**src/rtl/ir_pkg.sv**
```systemverilog
// Shared types and constants for the IR receive path: symbol classes, FSM states,
// width-class thresholds and the width-counter sizing helper.
package ir_pkg;

    localparam int FRAME_BITS     = 32;
    localparam int BASE_DELAY_DEF = 250;
    localparam int TIMEOUT_DEF    = 8 * BASE_DELAY_DEF;

    typedef enum logic [2:0] {
        SYM_GLITCH,
        SYM_ONE,
        SYM_HDR,
        SYM_ZERO,
        SYM_LONG
    } sym_t;

    typedef enum logic [1:0] {
        IDLE,
        PREAMBLE,
        DATA,
        STOP
    } state_t;

    typedef struct packed {
        logic [31:0] one_min;
        logic [31:0] hdr_min;
        logic [31:0] zero_min;
        logic [31:0] long_min;
    } thr_t;

    // Class boundaries sit halfway between the nominal B, 2B and 3B widths.
    function automatic thr_t class_thresholds(input int base);
        thr_t t;
        t.one_min  = 32'(base / 2);
        t.hdr_min  = 32'((3 * base) / 2);
        t.zero_min = 32'((5 * base) / 2);
        t.long_min = 32'((7 * base) / 2);
        return t;
    endfunction

    function automatic int cnt_width(input int timeout);
        return $clog2(timeout + 1);
    endfunction

    localparam int CNT_W = cnt_width(TIMEOUT_DEF);

endpackage

```
**src/rtl/ir_pulse_meter.sv**
```systemverilog
// Synchronises the IR line, detects edges and classifies the width of each phase
// that just ended; the saturating counter also drives the stuck-line timeout flag.
module ir_pulse_meter
    import ir_pkg::*;
#(
    parameter int BASE_DELAY = BASE_DELAY_DEF,
    parameter int TIMEOUT    = 8 * BASE_DELAY
) (
    input  logic i_clock,
    input  logic i_reset,
    input  logic i_rx_port,
    output logic o_rise,
    output logic o_fall,
    output sym_t o_class,
    output logic o_timeout
);

    localparam int            CW      = cnt_width(TIMEOUT);
    localparam thr_t          THR     = class_thresholds(BASE_DELAY);
    localparam logic [CW-1:0] CNT_MAX = CW'(TIMEOUT);

    logic [1:0]    r_sync;
    logic          r_s_d;
    logic [CW-1:0] r_cnt;
    logic          w_rx_s;
    logic          w_edge;
    logic [31:0]   w_width;

    assign w_rx_s = r_sync[1];
    assign o_rise = w_rx_s & ~r_s_d;
    assign o_fall = ~w_rx_s & r_s_d;
    assign w_edge = o_rise | o_fall;

    always_ff @(posedge i_clock or posedge i_reset) begin
        if (i_reset) begin
            r_sync <= 2'b00;
            r_s_d  <= 1'b0;
            r_cnt  <= '0;
        end else begin
            r_sync <= {r_sync[0], i_rx_port};
            r_s_d  <= w_rx_s;
            if (w_edge) begin
                r_cnt <= '0;
            end else if (r_cnt != CNT_MAX) begin
                r_cnt <= r_cnt + 1'b1;
            end
        end
    end

    // On an edge cycle r_cnt still holds the width of the phase that just ended.
    assign w_width   = 32'(r_cnt);
    assign o_timeout = (r_cnt == CNT_MAX);

    always_comb begin
        o_class = SYM_LONG;
        if (w_width < THR.one_min) begin
            o_class = SYM_GLITCH;
        end else if (w_width < THR.hdr_min) begin
            o_class = SYM_ONE;
        end else if (w_width < THR.zero_min) begin
            o_class = SYM_HDR;
        end else if (w_width < THR.long_min) begin
            o_class = SYM_ZERO;
        end
    end

endmodule

```
**src/rtl/ir_receiver.sv**
```systemverilog
// IR frame decoder: preamble count, 32 data bits MSB first, stop symbol; word out
// with a one-cycle strobe 3 clocks after the stop falling edge, one-cycle error strobe.
module ir_receiver
    import ir_pkg::*;
#(
    parameter int BASE_DELAY = BASE_DELAY_DEF,
    parameter int HDR_MIN    = 16,
    parameter int TIMEOUT    = 8 * BASE_DELAY
) (
    input  logic        clock,
    input  logic        reset,
    input  logic        rx_enable,
    input  logic        rx_port,
    output logic [31:0] rx_data,
    output logic        rx_received,
    output logic        rx_error,
    output logic        rx_busy
);

    localparam logic [5:0] HDR_MIN_C  = 6'(HDR_MIN);
    localparam logic [5:0] LAST_BIT_C = 6'(FRAME_BITS - 1);

    state_t                r_state, w_state_nx;
    logic [5:0]            r_hdr_cnt, w_hdr_nx;
    logic [5:0]            r_bit_cnt, w_bit_nx;
    logic [FRAME_BITS-1:0] r_shift, w_shift_nx;
    sym_t                  r_hi_cls, w_hi_nx;
    logic [31:0]           r_data;
    logic                  r_received, r_error;
    logic                  w_rise, w_fall, w_timeout;
    sym_t                  w_cls;
    logic                  w_is_bit, w_done, w_err;

    ir_pulse_meter #(
        .BASE_DELAY (BASE_DELAY),
        .TIMEOUT    (TIMEOUT)
    ) u_meter (
        .i_clock   (clock),
        .i_reset   (reset),
        .i_rx_port (rx_port),
        .o_rise    (w_rise),
        .o_fall    (w_fall),
        .o_class   (w_cls),
        .o_timeout (w_timeout)
    );

    assign w_is_bit = (w_cls == SYM_ONE) || (w_cls == SYM_ZERO);

    always_comb begin
        w_state_nx = r_state;
        w_hdr_nx   = r_hdr_cnt;
        w_bit_nx   = r_bit_cnt;
        w_shift_nx = r_shift;
        w_hi_nx    = r_hi_cls;
        w_done     = 1'b0;
        w_err      = 1'b0;
        if (!rx_enable) begin
            w_state_nx = IDLE;
        end else if (r_state == IDLE) begin
            if (w_rise) w_state_nx = PREAMBLE;
        end else if (w_timeout) begin
            w_err = 1'b1;
        end else if (w_rise && (w_cls != r_hi_cls)) begin
            w_err = 1'b1;
        end else if (w_fall) begin
            // High phases drive all decisions; the low phase is only cross-checked.
            w_hi_nx = w_cls;
            case (r_state)
                PREAMBLE: begin
                    if (w_cls == SYM_HDR) begin
                        if (r_hdr_cnt != 6'd63) w_hdr_nx = r_hdr_cnt + 6'd1;
                    end else if (w_is_bit && (r_hdr_cnt >= HDR_MIN_C)) begin
                        w_state_nx = DATA;
                        w_shift_nx = {r_shift[FRAME_BITS-2:0], (w_cls == SYM_ONE)};
                        w_bit_nx   = 6'd1;
                    end else begin
                        w_err = 1'b1;
                    end
                end
                DATA: begin
                    if (w_is_bit) begin
                        w_shift_nx = {r_shift[FRAME_BITS-2:0], (w_cls == SYM_ONE)};
                        w_bit_nx   = r_bit_cnt + 6'd1;
                        if (r_bit_cnt == LAST_BIT_C) w_state_nx = STOP;
                    end else begin
                        w_err = 1'b1;
                    end
                end
                STOP: begin
                    if (w_cls == SYM_HDR) w_done = 1'b1;
                    else                  w_err  = 1'b1;
                end
                default: w_state_nx = IDLE;
            endcase
        end
        if (w_err || w_done || (w_state_nx == IDLE)) begin
            w_state_nx = IDLE;
            w_hdr_nx   = '0;
            w_bit_nx   = '0;
            w_shift_nx = '0;
            w_hi_nx    = SYM_GLITCH;
        end
    end

    always_ff @(posedge clock or posedge reset) begin
        if (reset) begin
            r_state    <= IDLE;
            r_hdr_cnt  <= '0;
            r_bit_cnt  <= '0;
            r_shift    <= '0;
            r_hi_cls   <= SYM_GLITCH;
            r_data     <= '0;
            r_received <= 1'b0;
            r_error    <= 1'b0;
        end else begin
            r_state    <= w_state_nx;
            r_hdr_cnt  <= w_hdr_nx;
            r_bit_cnt  <= w_bit_nx;
            r_shift    <= w_shift_nx;
            r_hi_cls   <= w_hi_nx;
            r_received <= w_done;
            r_error    <= w_err;
            if (w_done) r_data <= r_shift;
        end
    end

    assign rx_data     = r_data;
    assign rx_received = r_received;
    assign rx_error    = r_error;
    assign rx_busy     = (r_state != IDLE);

endmodule
```
**config.mk**
```make
export PLATFORM = sky130hd
export DESIGN_NAME = ir_receiver
export DESIGN_NICKNAME = d
export VERILOG_FILES = /design/src/rtl/ir_pkg.sv /design/src/rtl/ir_pulse_meter.sv /design/src/rtl/ir_receiver.sv
export SDC_FILE = /design/constraint.sdc
export NUM_CORES = 1
export LEC_CHECK = 0
export CAP_MARGIN = 20
export CORE_MARGIN = 5
export CORE_UTILIZATION = 63
export DETAILED_ROUTE_END_ITERATION = 7
export HOLD_SLACK_MARGIN = 0.06
export PLACE_DENSITY_LB_ADDON = 0.08
export SLEW_MARGIN = 0
export SYNTH_ARGS = -nofsm -noshare
export SYNTH_HDL_FRONTEND = slang
export SYNTH_SLANG_ARGS = --single-unit
```
**constraint.sdc**
```tcl
create_clock -name clock -period 5 [get_ports clock]
set_input_delay 0.75 -clock clock [delete_from_list [all_inputs] [get_ports clock]]
set_output_delay 0.75 -clock clock [all_outputs]
set_load 0.005 [all_outputs]
```
=== Yosys cells after proc, flatten, opt, wreduce, memory -nomap -nowiden ===
Index checks and enable logic that the tools add are counted.

* Register bits: 97

* Add/subtract/negate cells: 3
* $lt $le $gt $ge: 5
* Eq/ne operators: 17
* Multiplexer cells: 70
* Bitwise logic cells: 5
* Reduce and logical (&&, ||, !) cells: 18

{| class="wikitable"
|+ Operator list
! operator !! count
|-
| 32-bit two-way mux || 9
|-
| 6-bit two-way mux || 18
|-
| 32-bit one-hot mux with 2 select lines || 1
|-
| 3-bit two-way mux || 10
|-
| 11-bit by 10-bit < comparator with 1-bit output, second input constant || 2
|-
| 11-bit two-way mux || 2
|-
| 2-bit two-way mux || 11
|-
| 1-bit two-way mux || 16
|-
| 2-bit nonzero test || 7
|-
| 6-bit by 1-bit adder with 6-bit output, second input constant || 2
|-
| 6-bit one-hot mux with 2 select lines || 1
|-
| 11-bit by 1-bit adder with 11-bit output, second input constant || 1
|-
| 11-bit == test, second input constant || 1
|-
| 11-bit by 7-bit < comparator with 1-bit output, second input constant || 1
|-
| 11-bit by 9-bit < comparator with 1-bit output, second input constant || 1
|-
| 11-bit inequality test, second input constant || 1
|-
| 3-bit inequality test, second input constant || 3
|-
| 9-bit AND reduction || 1
|-
| 8-bit AND reduction || 1
|-
| 3-bit by 2-bit == test with 1-bit output, second input constant || 2
|-
| 6-bit by 5-bit == test with 1-bit output, second input constant || 1
|-
| 6-bit by 5-bit >= comparator with 1-bit output, second input constant || 1
|-
| 6-bit inequality test, second input constant || 1
|-
| 2-bit one-hot mux with 3 select lines || 1
|-
| other kinds (15) || 23
|}

=== Depth between registers and ports, before layout ===
Gate-level depths: netlist (run 1).

* Depth in word-level cells: 20
* Mapped depth: 10

=== Modules after synthesis ===
From an unflattened synthesis (run 1), not the netlist that was laid out.

* Cells, all modules: 420
* Area, all modules: 4440.5 µm²

{| class="wikitable"
|+ By module, submodules not included
! module !! instances !! cells each !! area each (µm²) !! seq. area each (µm²)
|-
| ir_receiver || 1 || 324 || 3548.4 || 2077.0
|-
| ir_pulse_meter || 1 || 96 || 892.1 || 350.3
|}

=== Worst setup path before layout (run 1) ===
OpenSTA, ideal clock, no wires.

* Path type: reg-to-reg
* Start: reg u_meter.r_cnt[0]
* End: reg r_data[10], in the netlist rx_data[10]
* Setup time: 125 ps
* Data arrival time: 2539 ps
* Required time: 4875 ps
* Slack: 2336 ps
* Cell stages (with the launch flop): 10
* Path buffers: 2
* Clock period less this slack: 2664 ps
* Cell sequence: dfrtp_1 a31oi_1 o311a_4 xnor2_1 o311ai_2 nand2_1 or3_1 buf_6 buf_6 mux2_4

* Longest elaborated chain between the ends: 13

{| class="wikitable"
|+ RTL lines
! item !! RTL line !! source
|-
| start: declaration || ir_pulse_meter.sv:24 || <nowiki>logic [CW-1:0] r_cnt;</nowiki>
|-
| start signal: assignment || ir_pulse_meter.sv:45 || <nowiki>r_cnt <= r_cnt + 1'b1;</nowiki>
|-
| 11-bit by 10-bit < comparator with 1-bit output || ir_pulse_meter.sv:62 || <nowiki>end else if (w_width < THR.long_min) begin</nowiki>
|-
| 3-bit two-way mux || ir_pulse_meter.sv:62 ||
|-
| 3-bit two-way mux || ir_pulse_meter.sv:60 || <nowiki>end else if (w_width < THR.zero_min) begin</nowiki>
|-
| 3-bit two-way mux || ir_pulse_meter.sv:58 || <nowiki>end else if (w_width < THR.hdr_min) begin</nowiki>
|-
| 3-bit two-way mux || ir_pulse_meter.sv:56 || <nowiki>if (w_width < THR.one_min) begin</nowiki>
|-
| 3-bit by 2-bit == test with 1-bit output || ir_receiver.sv:90 || <nowiki>if (w_cls == SYM_HDR) w_done = 1'b1;</nowiki>
|-
| 1-bit two-way mux || ir_receiver.sv:90 ||
|-
| 1-bit two-way mux || ir_receiver.sv:68 || <nowiki>case (r_state)</nowiki>
|-
| 1-bit two-way mux || ir_receiver.sv:65 || <nowiki>end else if (w_fall) begin</nowiki>
|-
| 1-bit two-way mux || ir_receiver.sv:63 || <nowiki>end else if (w_rise && (w_cls != r_hi_cls)) begin</nowiki>
|-
| 1-bit two-way mux * || ir_receiver.sv:61 || <nowiki>end else if (w_timeout) begin</nowiki>
|-
| 1-bit two-way mux * || ir_receiver.sv:59 || <nowiki>end else if (r_state == IDLE) begin</nowiki>
|-
| 1-bit two-way mux * || ir_receiver.sv:57 || <nowiki>if (!rx_enable) begin</nowiki>
|-
| end signal: assignment || ir_receiver.sv:123 || <nowiki>if (w_done) r_data <= r_shift;</nowiki>
|-
| end: declaration || ir_receiver.sv:28 || <nowiki>logic [31:0] r_data;</nowiki>
|}

Every way passes the cells marked *; elsewhere a longest branch is shown, timed or not.
A chain may end at the register's enable or synchronous reset.

=== Final worst setup path (run 1) ===
* Start: reg u_meter.r_cnt[2]
* End: reg r_data[0], in the netlist rx_data[0]

The elaborated chain is that of the path after synthesis.

==> tab_implementation.tex, run 1 <==
\begin{tabular}{lr}
\hline
Metric & Value \\
\hline
\multicolumn{2}{l}{\textbf{CTS}} \\
TritonCTS clock tree & done \\
Clock sinks & 97 \\
\# Post-CTS Setup Buffers & 0 \\
Inserted Clock Buffers & 9 \\
Buffer levels on the longest clock path & 2 \\
Root buffer cell & sky130\_fd\_sc\_hd\_\_clkbuf\_8 \\
Post-cts gate resize count & 0 \\
Clock-pin slew on the worst setup and hold paths & 0.10 ns \\
H-Tree Depth & 3 \\
Clock latency on the worst-skew pair & 0.37 ns \\
CTS Hold Bufs & 0 \\
\multicolumn{2}{l}{\textbf{Setup path}} \\
Worst R2R Start & u\_meter.r\_cnt[2]\$\_DFFE\_PP0P\_ \\
Worst path bufs/invs & 0 \\
Maximum fanout count along the critical path & 33 \\
CP Launch Type & register \\
Capturing point of the worst reg2reg path & rx\_data[0]\$\_DFFE\_PP0P\_ \\
Depth of the most critical reg-to-reg path & 7 \\
Crit path capture type & register \\
Worst stage delay on the critical path & 1.01 ns \\
Arrival time at the worst endpoint & 3.65 ns \\
Crit-path leading delay family & simple AND/OR/NAND/NOR gates \\
Cell with the largest stage delay on the worst path & sky130\_fd\_sc\_hd\_\_or3\_2 \\
Required time at the endpoint of the critical path & 5.25 ns \\
Crit path kind & reg2reg \\
Reg-to-reg setup timing slack & 1.59 ns \\
Cell breakdown of the critical path & a31oi\_1 -> o311a\_4 -> xnor2\_1 -> o311ai\_2 -> nand2\_1 -> or3\_2 -> mux2\_4 \\
\multicolumn{2}{l}{\textbf{Power}} \\
Maximum vdd drop & 0.0001612 V \\
Net switching power & 0.3603 mW \\
Logic gate share of total power & 5.8\% \\
Leakage & 2.592 nW \\
Share of power burned in registers & 57.8\% \\
Net Sw Frac & 26.08\% \\
Internal cell power & 1.021 mW \\
Fraction of power consumed by the clock network & 36.3\% \\
Total power divided by cell area & 254.4 nW/um\^{}2 \\
\multicolumn{2}{l}{\textbf{STA}} \\
Setup repair after global routing missed its margin & no \\
Total count of hold-check failures in the final report & 0 \\
Total count of max-transition violations in the final report & 0 \\
Final setup viols & 0 \\
Slew at the pin closest to its max-slew limit & 1.073 ns \\
Clock tree skew after final layout & 0.01855 ns \\
Highest clock rate & 293.7 MHz \\
Worst rel slew slack & 28.50\% \\
Time the final worst path needs with I/O delays and setup & 3.405 ns \\
Post-route setup TNS & 0 ns \\
Final cycle utilization of the critical path & 68.10\% \\
\multicolumn{2}{l}{\textbf{Place}} \\
Half-perimeter wire length after placement & 5.849 mm \\
Total placed instance area & 5204 um\^{}2 \\
Weighted congestion reported at the end of routability-driven placement & 0.9210 \\
Number of input and output port buffers inserted & 38 \\
\multicolumn{2}{l}{\textbf{Routing}} \\
Iteration-0 DRC Markers & 178 \\
Final wirelength & 8.895 mm \\
Total via count in the routed design & 3193 \\
Remaining routing DRC violations & 0 \\
Post-route antenna net violation count & 0 \\
Via-per-instance ratio & 5.991 \\
WL per Instance & 16.69 um \\
First-pass iteration count of the detailed router & 4 \\
\multicolumn{2}{l}{\textbf{Final layout}} \\
Share of final-layout standard cells stronger than drive strength 1 & 19.35\% \\
Count of inserted antenna diode cells & 0 \\
Fin area & 5429 um\^{}2 \\
Layout net count & 439 \\
Post-route core utilization & 74.06\% \\
Synth-to-layout area growth & 12.70\% \\
\multicolumn{2}{l}{\textbf{Logic synthesis}} \\
Post-Synthesis Net Count & 412 \\
Number of register bits inferred by synthesis & 97 \\
Count of distinct cell types in the synthesized netlist & 47 \\
Warning count from the yosys run & 0 \\
Fraction of synthesized cell area taken by the top area cell type & 50.39\% \\
Main area contributors after synthesis & sky130\_fd\_sc\_hd\_\_dfrtp\_1 (50\%), sky130\_fd\_sc\_hd\_\_mux2\_4 (9.0\%), sky130\_fd\_sc\_hd\_\_mux2i\_1 (6.9\%), sky130\_fd\_sc\_hd\_\_nor3\_2 (4.2\%), sky130\_fd\_sc\_hd\_\_a211oi\_1 (2.2\%) \\
Post-synth EDFFs & 0 \\
Most repeated cell in the gate-level netlist after synthesis & sky130\_fd\_sc\_hd\_\_dfrtp\_1 \\
Top cells by instance count after synthesis & sky130\_fd\_sc\_hd\_\_dfrtp\_1 (97), sky130\_fd\_sc\_hd\_\_mux2i\_1 (33), sky130\_fd\_sc\_hd\_\_mux2\_4 (29) \\
Instance count of the mapped netlist & 402 \\
Synthesized area per cell & 11.98 um\^{}2 \\
Ys async rst share & 100.0\% \\
Area of the mapped netlist & 4817 um\^{}2 \\
Register area share after synthesis & 50.39\% \\
Top FF cell, synth & sky130\_fd\_sc\_hd\_\_dfrtp\_1 \\
Leading area contributor after synthesis & sky130\_fd\_sc\_hd\_\_dfrtp\_1 \\
\multicolumn{2}{l}{\textbf{GRT}} \\
Grt ovf & 0 \\
Total routing usage reported by global routing & 19.62\% \\
Pin count of the biggest net entering global routing & 68 \\
Vias in the first global route & 3225 \\
First-pass GRT wire length & 15.66 mm \\
Initial antenna violation count & 0 \\
\multicolumn{2}{l}{\textbf{Floorplan}} \\
Number of rows in the core area & 31 \\
Core Region & 7331 um\^{}2 \\
Die Y-Extent & 97.44 um \\
Initial Utilization & 65.71\% \\
DIE WIDTH & 97.44 um \\
Number of top-level pins & 39 \\
Overall die area & 9495 um\^{}2 \\
\multicolumn{2}{l}{\textbf{Hold path}} \\
Hold Crit Endpoint & u\_meter.r\_sync[1]\$\_DFF\_PP0\_ \\
Worst hold path cell count & 0 \\
Startpoint of the worst hold path & u\_meter.r\_sync[0]\$\_DFF\_PP0\_ \\
Min-delay worst type & reg2reg \\
\multicolumn{2}{l}{\textbf{Run}} \\
Max\_cap viols & 0 \\
\multicolumn{2}{l}{\textbf{Outcome}} \\
Result of the run & finished clean \\
\hline
\end{tabular}
-- power by group through the flow --
stage	clock, mW	sequential, mW	combinational, mW
final	0.502	0.799	0.0807
after detailed placement	0	0.814	0.0759
after CTS	0.515	0.799	0.0764
after floorplan	0	0.811	0.0631
after global routing	0.550	0.801	0.0902
after global placement	0	0.814	0.0755
-- placed cells by master (no fill, tap or decap), types with 5 or more instances in the layout --
cell type / n
sky130_fd_sc_hd__o31ai_1: 5
sky130_fd_sc_hd__nand2_1: 17
sky130_fd_sc_hd__mux2_4: 29
sky130_fd_sc_hd__nand4_1: 8
sky130_fd_sc_hd__clkbuf_8: 10
sky130_fd_sc_hd__mux2i_1: 33
sky130_fd_sc_hd__nor3_1: 17
sky130_fd_sc_hd__o21ai_0: 13
sky130_fd_sc_hd__clkdlybuf4s50_1: 38
sky130_fd_sc_hd__and2_1: 9
sky130_fd_sc_hd__or4_1: 6
sky130_fd_sc_hd__inv_1: 13
sky130_fd_sc_hd__nor4_1: 8
sky130_fd_sc_hd__or3_1: 8
sky130_fd_sc_hd__dfrtp_1: 97
sky130_fd_sc_hd__nor2_1: 11
sky130_fd_sc_hd__a21oi_1: 5
sky130_fd_sc_hd__nor3_2: 20
sky130_fd_sc_hd__a21boi_0: 5
sky130_fd_sc_hd__nand3_1: 7
sky130_fd_sc_hd__ha_1: 6
sky130_fd_sc_hd__a211oi_1: 14
-- layout make-up --
cell class	count	area (um^2)
clock inverter	6	56.30
timing repair buffer	43	446.7
inverter	14	55.05
multi-input combinational	264	2182
fill	515	1902
tap	99	123.9
sequential	97	2427
clock buffer	10	137.6
-- routing by layer --
metal | track usage [%] | share of wire, %
met5 | 0 | 0
met3 | 3.589 | 3.7
met1 | 27.24 | 47
met4 | 7.029 | 1.7
met2 | 31.00 | 47
-- cells by family after synthesis --
| group | count (synthesis) | share of synthesized area, % |
|---|---|---|
| adder cells (fa/ha/maj) | 6 | 1.558 |
| buffers and inverters | 41 | 4.546 |
| AND/OR/NAND/NOR | 126 | 16.31 |
| AO/OA/AOI/OAI | 60 | 9.273 |
| XOR/XNOR | 6 | 1.091 |
| flip-flops | 97 | 50.39 |
| multiplexers | 66 | 16.83 |
-- registers in the layout, summed over array words and instances (netlist names) --
| register | cells |
|---|---|
| r_hdr_cnt | 6 |
| rx_error | 1 |
| rx_received | 1 |
| r_hi_cls | 3 |
| rx_data | 32 |
| u_meter.r_sync | 2 |
| u_meter.r_s_d | 1 |
| r_shift | 32 |
| u_meter.r_cnt | 11 |
| r_bit_cnt | 6 |
| r_state | 2 |
-- worst max-delay path by stage --
stage                                       from                        to  slack, ns  cells past startpoint
global placement    u_meter.r_cnt[2]$_DFFE_PP0P_      r_state[0]$_DFF_PP0_       1.68                      8
global route        u_meter.r_cnt[2]$_DFFE_PP0P_    rx_data[0]$_DFFE_PP0P_       1.42                      7
floorplan                                  reset  r_bit_cnt[0]$_DFFE_PP0P_       1.72                      1
CTS                 u_meter.r_cnt[2]$_DFFE_PP0P_  r_bit_cnt[5]$_DFFE_PP0P_       1.59                      8
detailed placement  u_meter.r_cnt[2]$_DFFE_PP0P_  r_bit_cnt[4]$_DFFE_PP0P_       1.61                      8
finish              u_meter.r_cnt[2]$_DFFE_PP0P_    rx_data[0]$_DFFE_PP0P_       1.59                      7
-- through the flow --
stage	cells	hold slack, ns	total power [mW]	setup slack [ns]
after floorplan	402	0.3312	0.8740	1.716
after global placement	515	0.3345	0.8894	1.683
after detailed placement	515	0.3389	0.8900	1.610
after CTS	531	0.3613	1.390	1.587
after global routing	533	0.3671	1.441	1.422
final	533	0.3587	1.381	1.595
No activity file was read; power rests on OpenSTA's default activity.
==> inputs of run 2 (changes only) <==
--- a/config.mk
+++ b/config.mk
@@ -7,7 +7,7 @@
 export LEC_CHECK = 0
 export CAP_MARGIN = 20
 export CORE_MARGIN = 5
-export CORE_UTILIZATION = 63
+export CORE_UTILIZATION = 52
 export DETAILED_ROUTE_END_ITERATION = 7
 export HOLD_SLACK_MARGIN = 0.06
 export PLACE_DENSITY_LB_ADDON = 0.08
==> constraint.sdc (replaced) <==
create_clock -name clock -period 2.8 [get_ports clock]
set_input_delay 0.42 -clock clock [delete_from_list [all_inputs] [get_ports clock]]
set_output_delay 0.42 -clock clock [all_outputs]
set_load 0.005 [all_outputs]
==> run 2 against run 1 <==
  * Utilization down 12 points
  * Combinational power up 110%
  * Wire length up 7.2%
  * Global-route usage down 1.9 points
  * Critical path depth up 1
  * First-iteration DRC count down 21%
  * Final cell count up 6.4%
  * Clock power up 80%
  * Count of clock-buffer cells in the layout unchanged
  * Via count up 0.81%
  * Die area up 19%
  * Design area up 4.7%
  * Critical endpoint is now rx_data[14]$_DFFE_PP0P_
  * Highest routed layer unchanged
==> tab_implementation.tex, run 2 (synthesis results as in run 1) <==
\begin{tabular}{lr}
\hline
Metric & Value \\
\hline
\multicolumn{2}{l}{\textbf{Place}} \\
Half-perimeter wire length after placement & 6.266 mm \\
Number of input and output port buffers inserted & 38 \\
Weighted congestion reported at the end of routability-driven placement & 0.8940 \\
\multicolumn{2}{l}{\textbf{GRT}} \\
Total routing usage reported by global routing & 17.72\% \\
Grt ovf & 0 \\
Vias in the first global route & 3181 \\
Met1 layer usage reported by global route & 25.35\% \\
Pin count of the biggest net entering global routing & 47 \\
First-pass GRT wire length & 16.14 mm \\
Fraction of met3 tracks used by global routing & 2.611\% \\
Most crowded layer after global routing & met2 \\
Initial antenna violation count & 0 \\
GR Util met2 & 27.42\% \\
\multicolumn{2}{l}{\textbf{Setup path}} \\
Depth of the most critical reg-to-reg path & 8 \\
Capturing point of the worst reg2reg path & rx\_data[14]\$\_DFFE\_PP0P\_ \\
Maximum fanout count along the critical path & 21 \\
Required time at the endpoint of the critical path & 3.06 ns \\
Crit path capture type & register \\
Worst R2R Start & u\_meter.r\_cnt[0]\$\_DFFE\_PP0P\_ \\
Reg-to-reg setup timing slack & 0.06 ns \\
Arrival time at the worst endpoint & 3.00 ns \\
CP Launch Type & register \\
Crit path kind & reg2reg \\
\multicolumn{2}{l}{\textbf{Routing}} \\
Iteration-0 DRC Markers & 140 \\
First-pass iteration count of the detailed router & 5 \\
Final wirelength & 9.536 mm \\
Remaining routing DRC violations & 0 \\
Post-route antenna net violation count & 0 \\
WL per Instance & 16.82 um \\
Via-per-instance ratio & 5.677 \\
Total via count in the routed design & 3219 \\
\multicolumn{2}{l}{\textbf{STA}} \\
Total count of hold-check failures in the final report & 0 \\
Total count of max-transition violations in the final report & 0 \\
Time the final worst path needs with I/O delays and setup & 2.739 ns \\
Final setup viols & 0 \\
Worst rel slew slack & 49.70\% \\
Setup repair after global routing missed its margin & yes \\
Highest clock rate & 365.1 MHz \\
Slew at the pin closest to its max-slew limit & 0.7476 ns \\
Post-route setup TNS & 0 ns \\
Clock tree skew after final layout & 0.01275 ns \\
Final cycle utilization of the critical path & 97.83\% \\
\multicolumn{2}{l}{\textbf{Run}} \\
Max\_cap viols & 0 \\
\multicolumn{2}{l}{\textbf{Final layout}} \\
Most common cell after layout, fill and taps aside & sky130\_fd\_sc\_hd\_\_dfrtp\_1 \\
Synth-to-layout area growth & 18.03\% \\
Number of fill cells & 745 \\
Post-route core utilization & 62.12\% \\
Top library cells by usage in the layout, fill and taps aside & sky130\_fd\_sc\_hd\_\_dfrtp\_1 (89), sky130\_fd\_sc\_hd\_\_clkdlybuf4s50\_1 (38), sky130\_fd\_sc\_hd\_\_mux2i\_1 (33) \\
Layout net count & 461 \\
Share of final-layout standard cells stronger than drive strength 1 & 25.88\% \\
Count of inserted antenna diode cells & 0 \\
\multicolumn{2}{l}{\textbf{CTS}} \\
TritonCTS clock tree & done \\
Root buffer cell & sky130\_fd\_sc\_hd\_\_clkbuf\_8 \\
Clock sinks & 97 \\
Clock latency on the worst-skew pair & 0.37 ns \\
Buffer levels on the longest clock path & 2 \\
Inserted Clock Buffers & 9 \\
Clock-pin slew on the worst setup and hold paths & 0.10 ns \\
H-Tree Depth & 3 \\
\multicolumn{2}{l}{\textbf{Floorplan}} \\
Die Y-Extent & 106.3 um \\
Number of rows in the core area & 35 \\
Number of top-level pins & 39 \\
Core Region & 9153 um\^{}2 \\
DIE WIDTH & 106.3 um \\
Overall die area & 11290 um\^{}2 \\
Initial Utilization & 52.63\% \\
\multicolumn{2}{l}{\textbf{Outcome}} \\
Result of the run & finished clean \\
\multicolumn{2}{l}{\textbf{Hold path}} \\
Startpoint of the worst hold path & u\_meter.r\_sync[0]\$\_DFF\_PP0\_ \\
Worst hold path cell count & 0 \\
Min-delay worst type & reg2reg \\
Hold Crit Endpoint & u\_meter.r\_sync[1]\$\_DFF\_PP0\_ \\
\multicolumn{2}{l}{\textbf{Power}} \\
Maximum vdd drop & 0.0002962 V \\
Total power divided by cell area & 439.1 nW/um\^{}2 \\
Leakage & 2.704 nW \\
\hline
\end{tabular}
-- run 2: cell types whose count changed in the layout (fill, tap and decap cells not counted), sizes merged --
cell / change
clkinv: +2
buf: +22
clkinvlp: +1
inv: -3
-- run 2: area by class of cell --
class | count | area [um^2] | share of cell area, %
Multi-Input combinational cell | 264 | 2207 | 38.82
Timing Repair Buffer | 65 | 649.4 | 11.42
Sequential cell | 97 | 2437 | 42.87
Inverter | 14 | 56.30 | 0.9903
Tap cell | 111 | 138.9 | 2.443
Clock buffer | 10 | 137.6 | 2.421
Clock inverter | 6 | 58.81 | 1.034
-- run 2: timing repair --
| action | CTS | global route |
|---|---|---|
| gates resized for setup | 3 | 13 |
| setup endpoints to repair | 27 | 80 |
| buffers inserted | 0 | 4 |
| hold buffers | 0 | 0 |
-- run 2: worst max path at each step --
stage                                      start                      end  slack [ns]  cells after the start
global placement    u_meter.r_cnt[2]$_DFFE_PP0P_  rx_data[23]$_DFFE_PP0P_        0.05                      8
detailed placement  u_meter.r_cnt[4]$_DFFE_PP0P_   rx_data[0]$_DFFE_PP0P_      -0.009                      8
CTS                 u_meter.r_cnt[1]$_DFFE_PP0P_   rx_data[1]$_DFFE_PP0P_       0.002                      8
floorplan           u_meter.r_cnt[0]$_DFFE_PP0P_  rx_data[10]$_DFFE_PP0P_        0.14                      9
global route        u_meter.r_cnt[0]$_DFFE_PP0P_   rx_data[8]$_DFFE_PP0P_       -0.06                      8
finish              u_meter.r_cnt[0]$_DFFE_PP0P_  rx_data[14]$_DFFE_PP0P_        0.06                      8
-- run 2: power by group --
| group | leakage, nW | total (mW) | switching (mW) | internal, mW |
|---|---|---|---|---|
| sequential | 1.33 | 1.43 | 0.0140 | 1.41 |
| clock | 0.0984 | 0.905 | 0.535 | 0.369 |
| combinational | 1.27 | 0.167 | 0.112 | 0.0553 |
| total | 2.70 | 2.50 | 0.661 | 1.84 |
-- run 2: critical path, stage by stage, from the launching register on --
cell,delay (ns)
sky130_fd_sc_hd__dfrtp_1,0.43
sky130_fd_sc_hd__or4_1,0.53
sky130_fd_sc_hd__nand4_1,0.12
sky130_fd_sc_hd__a21boi_2,0.10
sky130_fd_sc_hd__a21o_1,0.20
sky130_fd_sc_hd__a21o_1,0.19
sky130_fd_sc_hd__or3_2,0.52
sky130_fd_sc_hd__buf_12,0.20
sky130_fd_sc_hd__mux2_4,0.32
-- run 2: stage by stage --
stage / instance area (um^2) / setup slack, ns / hold WS (ns) / cells / power, mW
floorplan: 4821 / 0.1359 / 0.3312 / 402 / 1.561
global placement: 5420 / 0.05056 / 0.3355 / 547 / 1.616
detailed placement: 5420 / -0.009301 / 0.3358 / 547 / 1.618
CTS: 5620 / 0.001759 / 0.3602 / 563 / 2.520
global route: 5685 / -0.06104 / 0.3745 / 567 / 2.600
finish: 5685 / 0.06067 / 0.3596 / 567 / 2.497
-- run 2: routing by layer --
layer | up-vias | routed length [um]
li1 | 1567 | -
met1 | 1592 | 4731
met2 | 51 | 4366
met3 | 9 | 310
met4 | 0 | 127
met5 | - | 0
==> inputs of run 3 (changes only) <==
--- a/config.mk
+++ b/config.mk
@@ -11,7 +11,7 @@
 export DETAILED_ROUTE_END_ITERATION = 7
 export HOLD_SLACK_MARGIN = 0.06
 export PLACE_DENSITY_LB_ADDON = 0.08
-export SLEW_MARGIN = 0
+export SLEW_MARGIN = 20
 export SYNTH_ARGS = -nofsm -noshare
 export SYNTH_HDL_FRONTEND = slang
 export SYNTH_SLANG_ARGS = --single-unit
==> results of run 3 <==
The final DEF is identical to that of run 2; final timing and power are the same.
